**src/rtl/rgb_filter_indicator_if.sv**
```systemverilog
// Switch/brightness inputs and LED/status outputs of the filter-select RGB indicator.
// The board-side driver uses master; the indicator itself uses slave.
interface rgb_filter_indicator_if #(
   parameter int NUM_FILTERS = 5,
   parameter int PWM_BITS    = 8
);
   localparam int IDX_W = (NUM_FILTERS > 1) ? $clog2(NUM_FILTERS) : 1;

   logic [NUM_FILTERS-1:0] sw;
   logic [PWM_BITS-1:0]    brightness;
   logic [2:0]             color;
   logic [IDX_W-1:0]       filter_idx;
   logic                   valid;
   logic                   error;

   modport master (
      output sw, brightness,
      input  color, filter_idx, valid, error
   );

   modport slave (
      input  sw, brightness,
      output color, filter_idx, valid, error
   );
endinterface

```
**src/rtl/rgb_filter_indicator.sv**
```systemverilog
// Debounced one-hot filter-select decoder driving an active-low RGB LED, with
// PWM dimming and a blinking red indication for multi-hot selections.
module rgb_filter_indicator #(
   parameter int NUM_FILTERS   = 5,
   parameter int STABLE_CYCLES = 16,
   parameter int PWM_BITS      = 8,
   parameter int BLINK_CYCLES  = 25000000
) (
   input  logic                  clk,
   input  logic                  reset,
   rgb_filter_indicator_if.slave bus
);
   localparam int IDX_W   = (NUM_FILTERS > 1) ? $clog2(NUM_FILTERS) : 1;
   localparam int STAB_W  = $clog2(STABLE_CYCLES + 1);
   localparam int BLINK_W = (BLINK_CYCLES > 1) ? $clog2(BLINK_CYCLES) : 1;
   localparam logic [PWM_BITS-1:0] PWM_MAX = '1;
   localparam logic [2:0] LED_OFF = 3'b111;
   localparam logic [2:0] LED_RED = 3'b011;

   typedef enum logic [1:0] {MODE_OFF, MODE_SHOW, MODE_ERROR} mode_t;

   logic [NUM_FILTERS-1:0] sw_q_reg, sw_q_next;
   logic [STAB_W-1:0]      stab_cnt_reg, stab_cnt_next;
   logic [NUM_FILTERS-1:0] accepted_reg, accepted_next;
   logic [PWM_BITS-1:0]    pwm_cnt_reg, pwm_cnt_next;
   logic [PWM_BITS-1:0]    bright_q_reg, bright_q_next;
   logic [BLINK_W-1:0]     blink_cnt_reg, blink_cnt_next;
   logic                   blink_on_reg, blink_on_next;
   logic [2:0]             color_reg, color_next;
   logic [IDX_W-1:0]       filter_idx_reg, filter_idx_next;
   logic                   valid_reg, valid_next;
   logic                   error_reg, error_next;

   mode_t                  mode;
   logic [IDX_W-1:0]       sel_idx;
   logic [2:0]             base_color;
   logic [1:0]             hits;
   logic                   pwm_on;
   logic [2:0]             base_lut [NUM_FILTERS];

   // Colour wheel repeats every six filters.
   for (genvar gi = 0; gi < NUM_FILTERS; gi++) begin : g_lut
      localparam int M = gi % 6;
      assign base_lut[gi] = (M == 0) ? 3'b001 :
                            (M == 1) ? 3'b100 :
                            (M == 2) ? 3'b010 :
                            (M == 3) ? 3'b110 :
                            (M == 4) ? 3'b101 : 3'b000;
   end

   always_comb begin
      hits       = 2'd0;
      sel_idx    = '0;
      base_color = LED_OFF;
      for (int i = 0; i < NUM_FILTERS; i++) begin
         if (accepted_reg[i]) begin
            if (hits != 2'd2) hits = hits + 2'd1;
            sel_idx    = IDX_W'(i);
            base_color = base_lut[i];
         end
      end
      case (hits)
         2'd0:    mode = MODE_OFF;
         2'd1:    mode = MODE_SHOW;
         default: mode = MODE_ERROR;
      endcase
   end

   assign pwm_on = (bright_q_reg == PWM_MAX) || (pwm_cnt_reg < bright_q_reg);

   // Debounce: a switch change always restarts the count, even on the accept edge.
   always_comb begin
      sw_q_next     = sw_q_reg;
      stab_cnt_next = stab_cnt_reg;
      accepted_next = accepted_reg;
      if (bus.sw != sw_q_reg) begin
         sw_q_next     = bus.sw;
         stab_cnt_next = '0;
      end else begin
         if (stab_cnt_reg != STAB_W'(STABLE_CYCLES))
            stab_cnt_next = stab_cnt_reg + 1'b1;
         if (stab_cnt_reg == STAB_W'(STABLE_CYCLES - 1))
            accepted_next = sw_q_reg;
      end
   end

   always_comb begin
      pwm_cnt_next  = pwm_cnt_reg + 1'b1;
      bright_q_next = (pwm_cnt_reg == PWM_MAX) ? bus.brightness : bright_q_reg;
   end

   always_comb begin
      color_next      = LED_OFF;
      filter_idx_next = filter_idx_reg;
      valid_next      = 1'b0;
      error_next      = 1'b0;
      blink_cnt_next  = '0;
      blink_on_next   = 1'b1;
      case (mode)
         MODE_SHOW: begin
            filter_idx_next = sel_idx;
            valid_next      = 1'b1;
            if (pwm_on) color_next = base_color;
         end
         MODE_ERROR: begin
            error_next = 1'b1;
            if (blink_on_reg && pwm_on) color_next = LED_RED;
            if (blink_cnt_reg == BLINK_W'(BLINK_CYCLES - 1)) begin
               blink_cnt_next = '0;
               blink_on_next  = ~blink_on_reg;
            end else begin
               blink_cnt_next = blink_cnt_reg + 1'b1;
               blink_on_next  = blink_on_reg;
            end
         end
         default: ;
      endcase
   end

   always_ff @(posedge clk) begin
      if (reset) begin
         sw_q_reg       <= '0;
         stab_cnt_reg   <= '0;
         accepted_reg   <= '0;
         pwm_cnt_reg    <= '0;
         bright_q_reg   <= '1;
         blink_cnt_reg  <= '0;
         blink_on_reg   <= 1'b1;
         color_reg      <= LED_OFF;
         filter_idx_reg <= '0;
         valid_reg      <= 1'b0;
         error_reg      <= 1'b0;
      end else begin
         sw_q_reg       <= sw_q_next;
         stab_cnt_reg   <= stab_cnt_next;
         accepted_reg   <= accepted_next;
         pwm_cnt_reg    <= pwm_cnt_next;
         bright_q_reg   <= bright_q_next;
         blink_cnt_reg  <= blink_cnt_next;
         blink_on_reg   <= blink_on_next;
         color_reg      <= color_next;
         filter_idx_reg <= filter_idx_next;
         valid_reg      <= valid_next;
         error_reg      <= error_next;
      end
   end

   assign bus.color      = color_reg;
   assign bus.filter_idx = filter_idx_reg;
   assign bus.valid      = valid_reg;
   assign bus.error      = error_reg;
endmodule

```
**src/flat_wrapper.sv**
```systemverilog
// flat-port wrapper written by rule: the top's interface ports become plain ports
module rgb_filter_indicator_flat 
#(
   parameter int NUM_FILTERS   = 5,
   parameter int STABLE_CYCLES = 16,
   parameter int PWM_BITS      = 8,
   parameter int BLINK_CYCLES  = 25000000
)
  (clk, reset, bus_sw, bus_brightness, bus_color, bus_filter_idx, bus_valid, bus_error);
  rgb_filter_indicator_if #(.NUM_FILTERS(NUM_FILTERS), .PWM_BITS(PWM_BITS)) bus_i ();
  input  logic clk;
  input  logic reset;
  input wire logic [$bits(bus_i.sw)-1:0] bus_sw;
  input wire logic [$bits(bus_i.brightness)-1:0] bus_brightness;
  output wire logic [$bits(bus_i.color)-1:0] bus_color;
  output wire logic [$bits(bus_i.filter_idx)-1:0] bus_filter_idx;
  output wire logic [$bits(bus_i.valid)-1:0] bus_valid;
  output wire logic [$bits(bus_i.error)-1:0] bus_error;
  assign bus_i.sw = bus_sw;
  assign bus_i.brightness = bus_brightness;
  assign bus_color = bus_i.color;
  assign bus_filter_idx = bus_i.filter_idx;
  assign bus_valid = bus_i.valid;
  assign bus_error = bus_i.error;
  rgb_filter_indicator #(.NUM_FILTERS(NUM_FILTERS), .STABLE_CYCLES(STABLE_CYCLES), .PWM_BITS(PWM_BITS), .BLINK_CYCLES(BLINK_CYCLES)) u_core (.clk(clk), .reset(reset), .bus(bus_i));
endmodule
```
**config.mk**
```make
export PLATFORM = sky130hd
export DESIGN_NAME = rgb_filter_indicator_flat
export DESIGN_NICKNAME = d
export VERILOG_FILES = /design/src/rtl/rgb_filter_indicator_if.sv /design/src/rtl/rgb_filter_indicator.sv /design/src/flat_wrapper.sv
export SDC_FILE = /design/constraint.sdc
export NUM_CORES = 1
export LEC_CHECK = 0
export CORE_MARGIN = 2
export CORE_UTILIZATION = 58
export DETAILED_ROUTE_END_ITERATION = 6
export GPL_TIMING_DRIVEN = 0
export HOLD_SLACK_MARGIN = 0.02
export PLACE_DENSITY_LB_ADDON = 0.2
export SETUP_SLACK_MARGIN = 0.15
export SLEW_MARGIN = 20
export SYNTH_ARGS = -nofsm -noshare
export SYNTH_HDL_FRONTEND = slang
export SYNTH_SLANG_ARGS = --single-unit
```
**constraint.sdc**
```tcl
create_clock -name clk -period 4.1 [get_ports clk]
set_clock_uncertainty 0.05 [all_clocks]
set_input_delay 0.615 -clock clk [delete_from_list [all_inputs] [get_ports clk]]
set_output_delay 0.615 -clock clk [all_outputs]
set_load 0.01 [all_outputs]
```
==> flow_metrics.tcl, run 1 <==
set metrics [dict create \
    grt.total_usage_pct 23.0 \
    cts_tree "done" \
    cp.arrival_ns 3.69 \
    avgSynthCellArea_um2 9.02 \
    clock_path_buffers 2 \
    slew_headroom_pct 43.4 \
    holdCritStartpoint "u_core.pwm_cnt_reg[0]$_SDFF_PP0_" \
    cts_made_buffers 9 \
    dp_hpwl_um 4680 \
    totalWireLength_um 6540 \
    crit_fanout 10 \
    synth-seq-cells 65 \
    p_leak_nw 1.31 \
    synthesis.area_um2 3220 \
    rsz0062_at_grt "false" \
    largest_reg_flops 25 \
    crit_required_ns 4.26 \
    dieArea_um2 6170 \
    drtPass1Iterations 4 \
    drtIter0Drc 120 \
    grt_overflow 0 \
    nets 423 \
    ir_drop_mv 0.252 \
    vias_per_cell 5.67 \
    post-cts-setup-buffers 0 \
    dieHeight_um 78.5 \
    crit_type "reg -> reg" \
    synth_edf_count 0 \
    clkLatencyLatePin_ns 0.35 \
    core_area_um2 5440 \
    status "completed" \
    multi_input_area_um2 1790 \
    drc 0 \
    ant_nets 0 \
    gp_congestion 0.845 \
    cpMostUsedCell "ha_1" \
    n_fill_cell 446 \
    numClockSinks 65 \
    antennaDiodeCount 0 \
    r2r-start "u_core.accepted_reg[1]$_SDFFE_PP0P_" \
    hold_violations 0 \
    grt_pass1_wl_um 11200 \
    async_reset_ff_share_pct 0 \
    cts_resized 0 \
    yosysWarningCount 0 \
    ys_types 48 \
    crit_start "u_core.accepted_reg[1]$_SDFFE_PP0P_" \
    die_x_um 78.5 \
    drv_cap 0 \
    post-route-period-util_pct 85.9 \
    holdBufCountCts 0 \
    synth_ff_type "dfxtp_1" \
    drive_above_1_share_pct 7.09 \
    initial_core_util_pct 59.2 \
    synth_cells 357 \
    power.density_nw_per_um2 356 \
    final_area_um2 3770 \
    antenna_found_initial 0 \
    cts-root-buf "clkbuf_8" \
    dpl_cell_area_um2 3530 \
    pin_count 23 \
    tightest_slew_ns 0.838 \
    wl_per_cell_um 14.0 \
    slew_violations 0 \
    cpPeakStageDelay_ns 0.51 \
    yosysSeqAreaShare_pct 40.4 \
    route.vias.total 2646 \
    end_kind "flip-flop" \
    fin_crit_ns 3.52 \
    fmax_ghz 0.284 \
    grt_pass1_vias 2517 \
    critPathSlowestCell "a21oi_1" \
    cts-htree-levels 3 \
    tns_ns 0 \
    regArea_um2 1300 \
    setup_viol 0 \
    crit_path_cell_trace "inv_1 -> ha_1 -> nor2b_1 -> nor2_1 -> ha_1 -> nand2b_1 -> o31a_1 -> inv_1 -> ha_1 -> nand2_1 -> nor2_1 -> a21oi_1 -> clkbuf_1 -> nor3_1" \
    place_ws_ns 0.573 \
    hp-class "reg -> reg" \
    syn-num-nets 390 \
    grt_max_degree 13 \
    clkTransAtPathRegs_ns 0.08 \
    area_growth_pct 17.2 \
    start_kind "flip-flop" \
    setup_slack_ns 0.579 \
    row_count 27 \
    portBuffers 22 \
]
==> synthesized netlist by cell type, drive strengths merged, types with 7 or more instances <==
cell type	n	area [µm²]
nand4	8	65.1
nor3	20	100
inv	20	75.1
mux2i	7	70.1
clkbuf	10	37.5
a211o	7	61.3
or4	13	97.6
a211oi	10	80.1
or3	7	43.8
o21ai	10	50.1
xnor2	15	131
nand2	15	56.3
nand2b	14	87.6
nand3	20	100
ha	18	225
xor2	10	87.6
nor2b	10	62.6
nor2	24	92.6
dfxtp	65	1300
a21oi	11	55.1
==> path summary, 6_finish.rpt <==
check	cells past startpoint	slack (ns)	endpoint
worst min register to register	1	0.42	u_core.pwm_cnt_reg[0]$_SDFF_PP0_
worst max register to register	14	0.58	u_core.blink_cnt_reg[6]$_SDFF_PP0_
worst min-delay path	1	0.42	u_core.pwm_cnt_reg[0]$_SDFF_PP0_
worst max-delay path	14	0.58	u_core.blink_cnt_reg[6]$_SDFF_PP0_
==> report_power, final <==
group,internal [mW],switching [mW],total [mW]
logic,0.0229,0.0167,0.0396
registers,0.636,0.00479,0.641
clock network,0.403,0.258,0.662
==> routing by layer <==
metal  track usage (%)  routed length, µm  vias to the layer above  part of all wire (%)
li1                  -                  -                     1362                     -
met1              29.0               3130                     1229                    48
met2              37.2               3080                       43                    47
met3              5.17                207                       12                   3.2
met4              10.9                124                        0                   1.9
met5                 0                  0                        -                     0
==> cells in the final DEF (no fill, tap or decap), types with 4 or more instances in the layout <==
cell             netlist  final
a211o_1                7      7
a211oi_1               9      9
a21oi_1               11     11
and3_1                 4      4
clkbuf_1              10     10
clkbuf_8               0      9
clkdlybuf4s50_1        0     22
dfxtp_1               65     65
ha_1                  18     18
inv_1                 20     20
mux2i_1                7      7
nand2_1               15     15
nand2b_1              14     14
nand3_1               20     20
nand3b_1               4      4
nand4_1                7      7
nor2_1                23     23
nor2b_1               10     10
nor3_1                20     20
o21ai_0               10     10
o31ai_1                5      5
or3_1                  7      7
or4_1                 13     13
xnor2_1               15     15
xor2_1                10     10
==> through the flow <==
step                      utilization (%)  instances  power [mW]  hold WS, ns
after floorplan                         -        357       0.674        0.375
after global placement               64.9        451       0.694        0.395
after detailed placement             64.9        451       0.695        0.401
after CTS                            69.4        467        1.35        0.420
after global routing                 69.4        467        1.38        0.442
final                                69.4        467        1.34        0.416
==> final cells by class <==
type                       count  area share (%)
multi-input combinational    259            47.5
sequential                    65            34.5
timing repair buffer          22            5.83
clock buffer                   9            3.28
clock inverter                 7            3.15
tap                           72            2.39
inverter                      20            1.99
buffer                        13            1.39
==> critical path, delay by kind of cell, from the launching register on <==
kind                     cells  cell delay, ns
AND/OR/NAND/NOR              6            0.69
adder cells (fa/ha/maj)      3            0.82
flip-flops                   1            0.38
buffers and inverters        3            0.65
AO/OA/AOI/OAI                2            0.80
==> kinds of logic after synthesis <==
kind of cell | count (synthesis) | share of synthesized area [%]
AND/OR/NAND/NOR | 152 | 27.1
adder cells (fa/ha/maj) | 18 | 6.99
XOR/XNOR | 25 | 6.80
multiplexers | 8 | 2.52
AO/OA/AOI/OAI | 56 | 12.2
flip-flops | 65 | 40.4
buffers and inverters | 33 | 3.96
No activity file was read; power rests on OpenSTA's default activity.
==> run 2, diff against run 1 <==
--- a/config.mk
+++ b/config.mk
@@ -10,7 +10,7 @@
 export DETAILED_ROUTE_END_ITERATION = 6
 export GPL_TIMING_DRIVEN = 0
 export HOLD_SLACK_MARGIN = 0.02
-export PLACE_DENSITY_LB_ADDON = 0.2
+export PLACE_DENSITY_LB_ADDON = 0.08
 export SETUP_SLACK_MARGIN = 0.15
 export SLEW_MARGIN = 20
 export SYNTH_ARGS = -nofsm -noshare
==> run 2 against run 1 <==
Net effect: count of clock-buffer cells in the layout is 4 higher; fmax increased by 1.3%; worst hold slack improved by 0.00077 ns; clock power down 27%; wire length decreased by 2.9%; power decreased by 13%; critical path type unchanged; largest cell class unchanged.
==> flow_metrics.tcl, run 2 (synthesis results as in run 1) <==
set metrics [dict create \
    whs_endpoint "u_core.pwm_cnt_reg[0]$_SDFF_PP0_" \
    crit_type "reg -> reg" \
    dieHeight_um 78.5 \
    cts_made_buffers 9 \
    area_growth_pct 14.9 \
    crit_start "u_core.accepted_reg[1]$_SDFFE_PP0P_" \
    cts-root-buf "clkbuf_8" \
    drtPass1Iterations 4 \
    dp_hpwl_um 4580 \
    cell_internal_pwr_mw 0.919 \
    rrSetupSlack_ns 0.63 \
    crit_fanout 10 \
    final_common_cell "dfxtp_1" \
    pwr-share-comb_pct 3.4 \
    ant_nets 0 \
    antennaDiodeCount 0 \
    fin_crit_ns 3.47 \
    gp_congestion 0.789 \
    status "completed" \
    route.vias.total 2657 \
    numClockSinks 65 \
    drive_above_1_share_pct 6.12 \
    power.density_nw_per_um2 315 \
    slew_headroom_pct 44.8 \
    nets 423 \
    end_kind "flip-flop" \
    hold_violations 0 \
    slew_violations 0 \
    ff2ff_path_depth 14 \
    final_cell_mix "dfxtp_1 (65), nor2_1 (23), clkdlybuf4s50_1 (22)" \
    fmax_ghz 0.288 \
    tns_ns 0 \
    cts_tree "done" \
    row_count 27 \
    r2r-start "u_core.accepted_reg[1]$_SDFFE_PP0P_" \
    vias_per_cell 5.73 \
    tightest_slew_ns 0.817 \
    utilization_pct 68.0 \
    initial_core_util_pct 59.2 \
    core_area_um2 5440 \
    dpl_cell_area_um2 3530 \
    grt_pass1_wl_um 11300 \
    post-cts-setup-buffers 0 \
    portBuffers 22 \
    clkTransAtPathRegs_ns 0.07 \
    grt_overflow 0 \
    cp.arrival_ns 3.63 \
    seq_power_share_pct 55.0 \
    setup_viol 0 \
    rsz0062_at_grt "false" \
    min_path_cells 1 \
    drc 0 \
    p_switching_mw 0.246 \
    crit_required_ns 4.25 \
    p_leak_nw 1.29 \
    wl_per_cell_um 13.7 \
    r2r_end "u_core.blink_cnt_reg[4]$_SDFF_PP0_" \
    dieArea_um2 6170 \
    post-route-period-util_pct 84.7 \
    totalWireLength_um 6350 \
    pin_count 23 \
    grt_max_degree 11 \
    n_fill_cell 450 \
    clkLatencyLatePin_ns 0.34 \
    hp-class "reg -> reg" \
    largest_reg_flops 25 \
    holdBufCountCts 0 \
    drtIter0Drc 108 \
    clock_path_buffers 2 \
    grt_pass1_vias 2530 \
    ir_drop_mv 0.200 \
    cts_resized 0 \
    start_kind "flip-flop" \
    die_x_um 78.5 \
    antenna_found_initial 0 \
    power.share.clock_pct 41.6 \
    cts-htree-levels 3 \
    grt.total_usage_pct 22.9 \
    drv_cap 0 \
    final_area_um2 3700 \
    switching_share_pct 21.1 \
    holdCritStartpoint "u_core.pwm_cnt_reg[0]$_SDFF_PP0_" \
]
==> run 2: cell count changes in the layout (fill, tap and decap cells not counted), sizes merged <==
cell      previous run  this run
clkinv               2         0
clkbuf              19        23
bufinv               3         0
clkinvlp             2         0
==> run 2: how the worst max path moves through the flow <==
stage                                          to  slack [ns]
2_1_floorplan  u_core.blink_cnt_reg[2]$_SDFF_PP0_        1.22
6_report       u_core.blink_cnt_reg[4]$_SDFF_PP0_        0.63
3_3_place_gp   u_core.blink_cnt_reg[3]$_SDFF_PP0_        0.70
5_1_grt        u_core.blink_cnt_reg[3]$_SDFF_PP0_        0.30
4_1_cts        u_core.blink_cnt_reg[4]$_SDFF_PP0_        0.59
3_5_place_dp   u_core.blink_cnt_reg[4]$_SDFF_PP0_        0.64
==> run 2: worst max-delay path, cell delays in order (launching register included) <==
cell and delay (ns):
dfxtp_1 0.39, inv_1 0.11, ha_1 0.20, nor2b_1 0.25, nor2_1 0.09, ha_1 0.27, nand2b_1 0.11, o31a_1 0.29
inv_1 0.08, ha_1 0.32, nand2_1 0.08, nor2_1 0.04, a21oi_1 0.52, clkbuf_1 0.43, nor3_1 0.11
==> run 2: metal layers <==
metal  track usage [%]  wire length (µm)  up-vias
met1              31.3              3190     1261
li1                  -                 -     1348
met5                 0                 0        -
met2              34.8              2860       37
met4              8.77                89        0
met3              5.75               202       11
==> run 2: area by class of cell <==
type,instances,area [µm²],area share (%)
plain buffers,13,52.6,1.42
clock buffers,13,169,4.56
inverters,20,75.1,2.03
multi-input cells,259,1790,48.4
flip-flops and latches,65,1300,35.2
well taps,72,90.1,2.43
repair buffers,22,220,5.95
==> run 2: power by group through the flow <==
stage	logic [mW]	clock network, mW	registers (mW)
6_report	0.0395	0.484	0.641
5_1_grt	0.0435	0.523	0.641
4_1_cts	0.0401	0.494	0.641
3_5_place_dp	0.0397	0	0.655
3_3_place_gp	0.0387	0	0.655
2_1_floorplan	0.0198	0	0.655
==> run 2: per-stage QoR <==
step | instances | hold slack (ns) | total power [mW] | worst slack [ns]
detailed placement | 451 | 0.405 | 0.695 | 0.638
global route | 464 | 0.449 | 1.21 | 0.299
global placement | 451 | 0.389 | 0.694 | 0.696
finish | 464 | 0.417 | 1.16 | 0.625
floorplan | 357 | 0.375 | 0.674 | 1.22
CTS | 464 | 0.418 | 1.18 | 0.595
